**src/rtl/accelbrot_scan_ctrl_if.sv**
```systemverilog
// Coordinate push handshake between the scan scheduler (master) and accelbrot_queue (slave).
interface accelbrot_scan_ctrl_if #(
    parameter int PWIDTH = 12
);
    logic [PWIDTH-1:0] push_x;
    logic [PWIDTH-1:0] push_y;
    logic              push_valid;
    logic              push_ready;

    modport master (output push_x, push_y, push_valid, input push_ready);
    modport slave  (input push_x, push_y, push_valid, output push_ready);
endinterface

```
**src/rtl/accelbrot_scan_ctrl.sv**
```systemverilog
// Progressive-refinement frame scan: coarse stride-2^C grid first, then each finer pass
// pushes only the pixels the earlier passes skipped, one coordinate per cycle.
module accelbrot_scan_ctrl #(
    parameter int PWIDTH   = 12,
    parameter int MAX_LOG2 = 4,
    parameter int LWIDTH   = 3
) (
    input  logic                  clk,
    input  logic                  rstn,
    input  logic [PWIDTH-1:0]     ctl_width_m1,
    input  logic [PWIDTH-1:0]     ctl_height_m1,
    input  logic [LWIDTH-1:0]     ctl_coarse_log2,
    input  logic                  cmd_start,
    input  logic                  cmd_abort,
    output logic                  sts_busy,
    output logic                  sts_done,
    output logic [LWIDTH-1:0]     sts_pass,
    output logic [31:0]           sts_pushed,
    accelbrot_scan_ctrl_if.master push
);
    localparam int CW = PWIDTH + 1;

    typedef enum logic [1:0] {S_IDLE, S_RUN, S_DONE} state_t;

    state_t            state_q;
    logic [CW-1:0]     w_m1_q, h_m1_q, x_q, y_q;
    logic [LWIDTH-1:0] c_q, pass_q;
    logic              valid_q, busy_q, done_q;
    logic [31:0]       pushed_q;

    logic [CW-1:0]     s, s_half, x_step, x_adv, y_adv, x_row0;
    logic [LWIDTH-1:0] c_clamp;
    logic              even_row, fire, advance;

    always_comb begin
        c_clamp  = (ctl_coarse_log2 > LWIDTH'(MAX_LOG2)) ? LWIDTH'(MAX_LOG2) : ctl_coarse_log2;
        s        = CW'(1) << pass_q;
        s_half   = s >> 1;
        // Refinement rows that are multiples of 2s already hold the even columns.
        even_row = (pass_q != c_q) && !y_q[pass_q];
        x_step   = even_row ? (s << 1) : s;
        x_adv    = x_q + x_step;
        y_adv    = y_q + s;
        x_row0   = ((pass_q != c_q) && !y_adv[pass_q]) ? s : '0;
        fire     = valid_q && push.push_ready;
        // An empty row (valid_q=0) steps on unconditionally.
        advance  = fire || !valid_q;
    end

    always_ff @(posedge clk) begin
        if (!rstn) begin
            state_q  <= S_IDLE;
            w_m1_q   <= '0;
            h_m1_q   <= '0;
            x_q      <= '0;
            y_q      <= '0;
            c_q      <= '0;
            pass_q   <= '0;
            valid_q  <= 1'b0;
            busy_q   <= 1'b0;
            done_q   <= 1'b0;
            pushed_q <= '0;
        end else begin
            done_q <= 1'b0;
            case (state_q)
                S_IDLE: begin
                    if (cmd_start && !cmd_abort) begin
                        state_q  <= S_RUN;
                        w_m1_q   <= {1'b0, ctl_width_m1};
                        h_m1_q   <= {1'b0, ctl_height_m1};
                        c_q      <= c_clamp;
                        pass_q   <= c_clamp;
                        x_q      <= '0;
                        y_q      <= '0;
                        valid_q  <= 1'b1;
                        busy_q   <= 1'b1;
                        pushed_q <= '0;
                    end
                end
                S_RUN: begin
                    if (fire && pushed_q != '1)
                        pushed_q <= pushed_q + 32'd1;
                    if (cmd_abort) begin
                        state_q <= S_IDLE;
                        valid_q <= 1'b0;
                        busy_q  <= 1'b0;
                        pass_q  <= '0;
                    end else if (advance) begin
                        if (x_adv <= w_m1_q) begin
                            x_q     <= x_adv;
                            valid_q <= 1'b1;
                        end else if (y_adv <= h_m1_q) begin
                            y_q     <= y_adv;
                            x_q     <= x_row0;
                            valid_q <= (x_row0 <= w_m1_q);
                        end else if (pass_q != '0) begin
                            pass_q  <= pass_q - 1'b1;
                            y_q     <= '0;
                            x_q     <= s_half;
                            valid_q <= (s_half <= w_m1_q);
                        end else begin
                            state_q <= S_DONE;
                            valid_q <= 1'b0;
                            busy_q  <= 1'b0;
                            done_q  <= 1'b1;
                        end
                    end
                end
                default: state_q <= S_IDLE;
            endcase
        end
    end

    assign sts_busy        = busy_q;
    assign sts_done        = done_q;
    assign sts_pass        = pass_q;
    assign sts_pushed      = pushed_q;
    assign push.push_x     = x_q[PWIDTH-1:0];
    assign push.push_y     = y_q[PWIDTH-1:0];
    assign push.push_valid = valid_q;
endmodule

```
**src/flat_wrapper.sv**
```systemverilog
// flat-port wrapper written by rule: the top's interface ports become plain ports
module accelbrot_scan_ctrl_flat 
#(
    parameter int PWIDTH   = 12,
    parameter int MAX_LOG2 = 4,
    parameter int LWIDTH   = 3
)
  (clk, rstn, ctl_width_m1, ctl_height_m1, ctl_coarse_log2, cmd_start, cmd_abort, sts_busy, sts_done, sts_pass, sts_pushed, push_push_x, push_push_y, push_push_valid, push_push_ready);
  accelbrot_scan_ctrl_if #(.PWIDTH(PWIDTH)) push_i ();
  input  logic clk;
  input  logic rstn;
  input  logic [PWIDTH-1:0] ctl_width_m1;
  input  logic [PWIDTH-1:0] ctl_height_m1;
  input  logic [LWIDTH-1:0] ctl_coarse_log2;
  input  logic cmd_start;
  input  logic cmd_abort;
  output logic sts_busy;
  output logic sts_done;
  output logic [LWIDTH-1:0] sts_pass;
  output logic [31:0] sts_pushed;
  output wire logic [$bits(push_i.push_x)-1:0] push_push_x;
  output wire logic [$bits(push_i.push_y)-1:0] push_push_y;
  output wire logic [$bits(push_i.push_valid)-1:0] push_push_valid;
  input wire logic [$bits(push_i.push_ready)-1:0] push_push_ready;
  assign push_push_x = push_i.push_x;
  assign push_push_y = push_i.push_y;
  assign push_push_valid = push_i.push_valid;
  assign push_i.push_ready = push_push_ready;
  accelbrot_scan_ctrl #(.PWIDTH(PWIDTH), .MAX_LOG2(MAX_LOG2), .LWIDTH(LWIDTH)) u_core (.clk(clk), .rstn(rstn), .ctl_width_m1(ctl_width_m1), .ctl_height_m1(ctl_height_m1), .ctl_coarse_log2(ctl_coarse_log2), .cmd_start(cmd_start), .cmd_abort(cmd_abort), .sts_busy(sts_busy), .sts_done(sts_done), .sts_pass(sts_pass), .sts_pushed(sts_pushed), .push(push_i));
endmodule
```
**config.mk**
```make
export PLATFORM = sky130hd
export DESIGN_NAME = accelbrot_scan_ctrl_flat
export DESIGN_NICKNAME = d
export VERILOG_FILES = /design/src/rtl/accelbrot_scan_ctrl_if.sv /design/src/rtl/accelbrot_scan_ctrl.sv /design/src/flat_wrapper.sv
export SDC_FILE = /design/constraint.sdc
export NUM_CORES = 1
export LEC_CHECK = 0
export BUFFER_PORTS_ARGS = -buffer_cell sky130_fd_sc_hd__buf_2
export CAP_MARGIN = 20
export CORE_UTILIZATION = 59
export DETAILED_ROUTE_END_ITERATION = 16
export GPL_TIMING_DRIVEN = 0
export PLACE_DENSITY = 0.83
export SLEW_MARGIN = 25
export SYNTH_ARGS = -nofsm -noshare
export SYNTH_HDL_FRONTEND = slang
export SYNTH_SLANG_ARGS = --single-unit
```
**constraint.sdc**
```tcl
create_clock -name clk -period 7.2 [get_ports clk]
set_clock_uncertainty 0.05 [all_clocks]
set_input_delay 1.44 -clock clk [delete_from_list [all_inputs] [get_ports clk]]
set_output_delay 1.44 -clock clk [all_outputs]
set_load 0.1 [all_outputs]
```
Yosys cells after proc, flatten, opt, wreduce, memory -nomap -nowiden

Cells that the tools add are included.

Shifts and indexed selects: 1
Bitwise logic cells: 3
Equal/unequal tests: 15
Multiplexer cells: 51
Reductions and logical operators: 22
$lt $le $gt $ge: 6
$add $sub $neg: 4

Operators by type and width:

| cell                                                                          | number |
|---|---|
| 13-bit two-way mux                                                            | 13 |
| 32-bit two-way mux                                                            | 2 |
| 32-bit case mux with 2 select lines                                           | 1 |
| 13-bit case mux with 2 select lines                                           | 2 |
| 13-bit by 12-bit less-or-equal comparator with 1-bit output                   | 3 |
| 32-bit by 1-bit adder with 32-bit output (second input constant)              | 1 |
| 32-bit inequality test (second input constant)                                | 1 |
| 13-bit adder                                                                  | 2 |
| 3-bit two-way mux                                                             | 7 |
| 6-bit AND reduction                                                           | 3 |
| 1-bit two-way mux                                                             | 14 |
| 1-bit by 3-bit left shift with 13-bit output (first input constant)           | 1 |
| 12-bit less-or-equal comparator                                               | 1 |
| 2-bit two-way mux                                                             | 6 |
| 5-bit AND reduction                                                           | 2 |
| 3-bit inequality test (second input constant)                                 | 3 |
| 1-bit binary-select mux with 3-bit select                                     | 2 |
| 2-bit by 1-bit inequality test with 1-bit output (second input constant)      | 3 |
| 3-bit by 2-bit inequality test with 1-bit output (second input constant)      | 2 |
| 3-bit case mux with 2 select lines                                            | 1 |
| 3-bit AND reduction                                                           | 2 |
| 6-bit OR reduction                                                            | 1 |
| 1-bit logical AND                                                             | 5 |
| 3-bit by 5-bit less-than comparator with 1-bit output (second input constant) | 1 |
| 16 further kinds                                                              | 23 |

Flip-flop bits (word level): 93
Bits of input ports: 32
Output and inout bits: 62

Depth between registers and ports, before layout

Word-level depth: 13
Depth in mapped cells: 27
Mapped depth without buffers: 23

Worst setup path before layout

Ideal clock, no wire load.

Kind: reg-to-reg
From: register u_core.pass_q[0] (netlist: u_core.sts_pass[0])
To: register u_core.x_q[5]
Period minus slack after synthesis: 6,317 ps
Arrival: 6,147 ps
Stages on the path, launching flop included: 22
Setup slack: 883 ps
Cell sequence: dfxtp_1 -> clkbuf_1 -> mux4_2 -> a21boi_1 -> nand2_1 -> mux2i_1 -> fa_1 -> a211oi_1 -> o21bai_1 -> a31oi_1 -> nor2b_1 -> o21ai_0 -> xnor2_1 -> ha_1 -> or4_1 -> a221oi_1 -> a211o_1 -> nand3_1 -> nand2_1 -> o31ai_1 -> and2_0 -> o2bb2ai_1

Word-level cells in the longest chain between the ends: 12
Elaborated cells between the ends (all ways): 25
Classes of those cells: add/sub (2); order compare (2); eq/ne (2); shift (1); mux (12); reduce/logical (6)

Ends and longest elaborated chain:

| item                                                                  | RTL line                  | RTL |
|---|---|---|
| start: declaration                                                    | accelbrot_scan_ctrl.sv:27 | `logic [LWIDTH-1:0] c_q, pass_q;` |
| start signal: assignment                                              | accelbrot_scan_ctrl.sv:72 | `pass_q <= c_clamp;` |
| start signal: assignment                                              | accelbrot_scan_ctrl.sv:97 | `pass_q <= pass_q - 1'b1;` |
| parallel branches: the longest is 12 deep, another holds 13-bit adder | n/a                       |  |
| end signal: assignment                                                | accelbrot_scan_ctrl.sv:90 | `x_q <= x_adv;` |
| end signal: assignment                                                | accelbrot_scan_ctrl.sv:94 | `x_q <= x_row0;` |
| end signal: assignment                                                | accelbrot_scan_ctrl.sv:99 | `x_q <= s_half;` |
| end: declaration                                                      | accelbrot_scan_ctrl.sv:26 | `logic [CW-1:0] w_m1_q, h_m1_q, x_q, y_q;` |

Parallel ways; which one is timed is not known. The select of a mux whose other input is x is not followed.
A chain may end at the register's enable or synchronous reset.

Worst setup path in the final report

From: register u_core.pass_q[0] (netlist: u_core.sts_pass[0])
To: register u_core.y_q[10]

Word-level cells in the longest chain between the ends: 9
Elaborated cells between the ends (all ways): 20
Classes of those cells: add/sub (2); order compare (2); eq/ne (3); shift (1); mux (8); reduce/logical (4)

Ends and longest elaborated chain:

| item                                                        | RTL line                  | RTL |
|---|---|---|
| 1-bit binary-select mux with 3-bit select                   | accelbrot_scan_ctrl.sv:40 | `even_row = (pass_q != c_q) && !y_q[pass_q];` |
| 1-bit two-way mux (not written as such)                     | accelbrot_scan_ctrl.sv:40 |  |
| 1-bit zero test                                             | accelbrot_scan_ctrl.sv:40 |  |
| 1-bit logical AND                                           | accelbrot_scan_ctrl.sv:40 |  |
| 13-bit two-way mux                                          | accelbrot_scan_ctrl.sv:41 | `x_step = even_row ? (s << 1) : s;` |
| 13-bit adder                                                | accelbrot_scan_ctrl.sv:42 | `x_adv = x_q + x_step;` |
| 13-bit by 12-bit less-or-equal comparator with 1-bit output | accelbrot_scan_ctrl.sv:89 | `if (x_adv <= w_m1_q) begin` |
| 2-bit inequality test (no source line)                      | n/a                       |  |
| 6-bit AND reduction (no source line)                        | n/a                       |  |
| end signal: assignment                                      | accelbrot_scan_ctrl.sv:93 | `y_q <= y_adv;` |
| end: declaration                                            | accelbrot_scan_ctrl.sv:26 |  |

Parallel ways exist; a longest one is shown, timed or not. The select of a mux whose other input is x is not followed.

==> reports/metrics.cfg <==
[critical_path]
worstPathRequired_ns = 7.45
reg2reg_depth = 26
r2r-end = u_core.y_q[10]$_SDFFE_PN0P_
critPathBufInv = 6
regToRegSetupSlack_ns = 0.52
crit_top_cell = ha_1
slowest_delay_ns = 0.52
critical_path.top_delay_family = compound AO/OA/AOI/OAI gates
cp_slowest_cell = or4b_4
crit_fanout = 10
cp-end-kind = register
cp-start-kind = register
timing.rr.start = u_core.sts_pass[0]$_SDFFE_PN0P_
worstSetupPathType = register to register
arrival_ns = 6.93

[final_layout]
antennaDiodeCount = 0
num-nets-final = 1024
fin_cells = 1083
final_common_cell = nand2_1
fin_area_um2 = 7471
layout_common_cells = 125 x nand2_1, 101 x buf_2, 93 x dfxtp_1, 67 x nor2_1, 53 x ha_1
synthToLayoutAreaGrowth_pct = 13.04
drive_above_1_share = 0.1782

[clocking]
clk_latency_ns = 0.38
cts_sinks = 93
numCtsBuffers = 9
cts_buffer_depth = 2
cts_setup_buffers = 0
path_clk_slew_ns = 0.10
htreeDepth = 3
cts_root_buf = clkbuf_8
cts_tree = done

[grt]
grt_pass1_vias = 5975
track_usage = 0.3155
grt_max_degree = 18
antenna_found_initial = 0
overflow = 0
grt_pass1_wl_um = 28640

[timing]
fmax_mhz = 149.7
fin_tns_setup_ns = 0
fin_crit_ns = 6.678
hold_viol_final = 0
drv_slew = 0
setup_viol = 0
grt_setup_unrepaired = false
tightest_slew_ns = 0.9454
post-route-period-util = 0.9275
slew_headroom = 0.3681
timing.hold.ws_ns = 0.4158

[run]
cap_violations = 0

[outcome]
outcome = completed

[floorplanning]
die_area_um2 = 11630
io_pins = 94
start_util = 0.6070
dieHeight_um = 107.8
fp.dieW_um = 107.8
fp.coreArea_um2 = 10890
rows = 38

[pwr]
p_leak_nw = 3.229
peakVddDrop_uv = 130.6
power_density_nw_per_um2 = 165.1

[route]
drtAntennaViolNets = 0
drt-total-wl_um = 17490
drt_iter0_drc = 435
routedWlPerCell_um = 16.15
via_per_inst = 5.854
dr_total_vias = 6340
drcViolationCount = 0
dr.pass1.iters = 6

[placement]
hpwl_um = 13390
dpl.cell_count = 1067
routabilityCongestion = 0.9748
place_area_um2 = 7251
io_buffer_count = 93

[logic_synthesis]
ys_warn_count = 0
synth_seq_cells = 93
synth_flop_cell = dfxtp_1
synth.distinct_cells = 79
synth_nets = 920
synth_area_per_cell_um2 = 7.924
synthArstFlopShare = 0
ys_seq_area_frac = 0.2817
synth-edff-count = 0
netlist_top_cells_area = dfxtp_1 28%, ha_1 10%, nand2_1 7.1%
synth.top_cell.area_share = 0.2817
synthesis.area_um2 = 6609
netlist_instances = 834
yosys.area.top_type = dfxtp_1

[min_path]
hold-path-cell-count = 2
hp-start = u_core.h_m1_q[8]$_SDFFE_PN0P_
worstHoldPathType = register to register
hold_end = u_core.h_m1_q[8]$_SDFFE_PN0P_

==> worst max path at each step <==
stage | depth (start not counted) | to | slack (ns) | startpoint
finish | 26 | u_core.y_q[10]$_SDFFE_PN0P_ | 0.52 | u_core.sts_pass[0]$_SDFFE_PN0P_
detailed placement | 22 | u_core.x_q[2]$_SDFFE_PN0P_ | 0.22 | u_core.sts_pass[0]$_SDFFE_PN0P_
global route | 26 | u_core.y_q[7]$_SDFFE_PN0P_ | 0.08 | u_core.sts_pass[0]$_SDFFE_PN0P_
floorplan | 21 | u_core.x_q[5]$_SDFFE_PN0P_ | 0.88 | u_core.sts_pass[0]$_SDFFE_PN0P_
CTS | 22 | u_core.x_q[2]$_SDFFE_PN0P_ | 0.16 | u_core.sts_pass[0]$_SDFFE_PN0P_
global placement | 22 | u_core.x_q[2]$_SDFFE_PN0P_ | 0.32 | u_core.sts_pass[0]$_SDFFE_PN0P_
==> power by group <==
| group | switching, mW | internal (mW) |
|---|---|---|
| combinational | 0.206 | 0.110 |
| sequential | 0.0100 | 0.525 |
| clock | 0.217 | 0.166 |
==> stage by stage <==
step	power, mW	setup WS (ns)	util
after detailed placement	0.8523	0.2247	0.6659
final	1.234	0.5216	0.6862
after global placement	0.8458	0.3240	0.6658
after global routing	1.287	0.08226	0.6862
after CTS	1.223	0.1556	0.6848
after floorplan	0.7731	0.8829	-
==> area by class of cell <==
| cell class | count | area, um2 |
|---|---|---|
| plain buffers | 60 | 337.8 |
| clock inverters | 7 | 81.33 |
| clock buffers | 9 | 123.9 |
| repair buffers | 93 | 465.4 |
| multi-input cells | 638 | 4264 |
| flip-flops and latches | 93 | 1862 |
| well taps | 140 | 175.2 |
| fillers | 970 | 3417 |
| inverters | 43 | 161.4 |
==> cells in the mapped netlist (9+ instances only) <==
master    count
o21ai_0      30
nand3_1      49
ha_1         53
buf_4        25
xnor2_1      25
inv_1        42
nand4_1      14
nor3_1        9
nor2_1       67
dfxtp_1      93
a21oi_1      32
nor2b_1       9
a21boi_0     41
and3_1       10
nand2_1     125
clkbuf_1     24
xor2_1       30
==> worst reg2reg max path, delay by kind of cell, from the launching register on <==
| family | cells | cell delay, ns |
|---|---|---|
| buf+inv | 6 | 1.30 |
| flops | 1 | 0.42 |
| simple gates | 6 | 1.47 |
| compound gates | 9 | 2.16 |
| fa+ha+maj | 4 | 1.06 |
| xor+xnor | 1 | 0.14 |
==> state kept, by name, summed over array words and instances, names as in the netlist <==
name	cells
u_core.y_q	13
u_core.x_q	13
u_core.w_m1_q	12
u_core.state_q	2
u_core.sts_pushed	32
u_core.c_q	3
u_core.sts_busy	1
u_core.sts_done	1
u_core.push.push_valid	1
u_core.h_m1_q	12
u_core.sts_pass	3
==> kinds of logic (layout without fill, tap and decap cells) <==
logic type               Yosys count  after routing  share of synthesized area
multiplexers                      12             12                    0.02234
adder cells (fa/ha/maj)           55             55                     0.1049
AO/OA/AOI/OAI                    184            184                     0.1999
flip-flops                        93             93                     0.2817
buffers and inverters            103            212                    0.07535
AND/OR/NAND/NOR                  330            330                     0.2370
XOR/XNOR                          57             57                    0.07876
==> routing by layer <==
metal  global-route usage  wire [um]
met2               0.5105       7882
met5                    0          0
met4               0.1507        601
met1               0.3955       7469
met3              0.07082       1534
==> timing repair <==
item,CTS,global route
gates resized for setup,0,3
endpoints found under the setup margin,0,18
hold buffers,0,0
(Power assumes the default switching activity.)
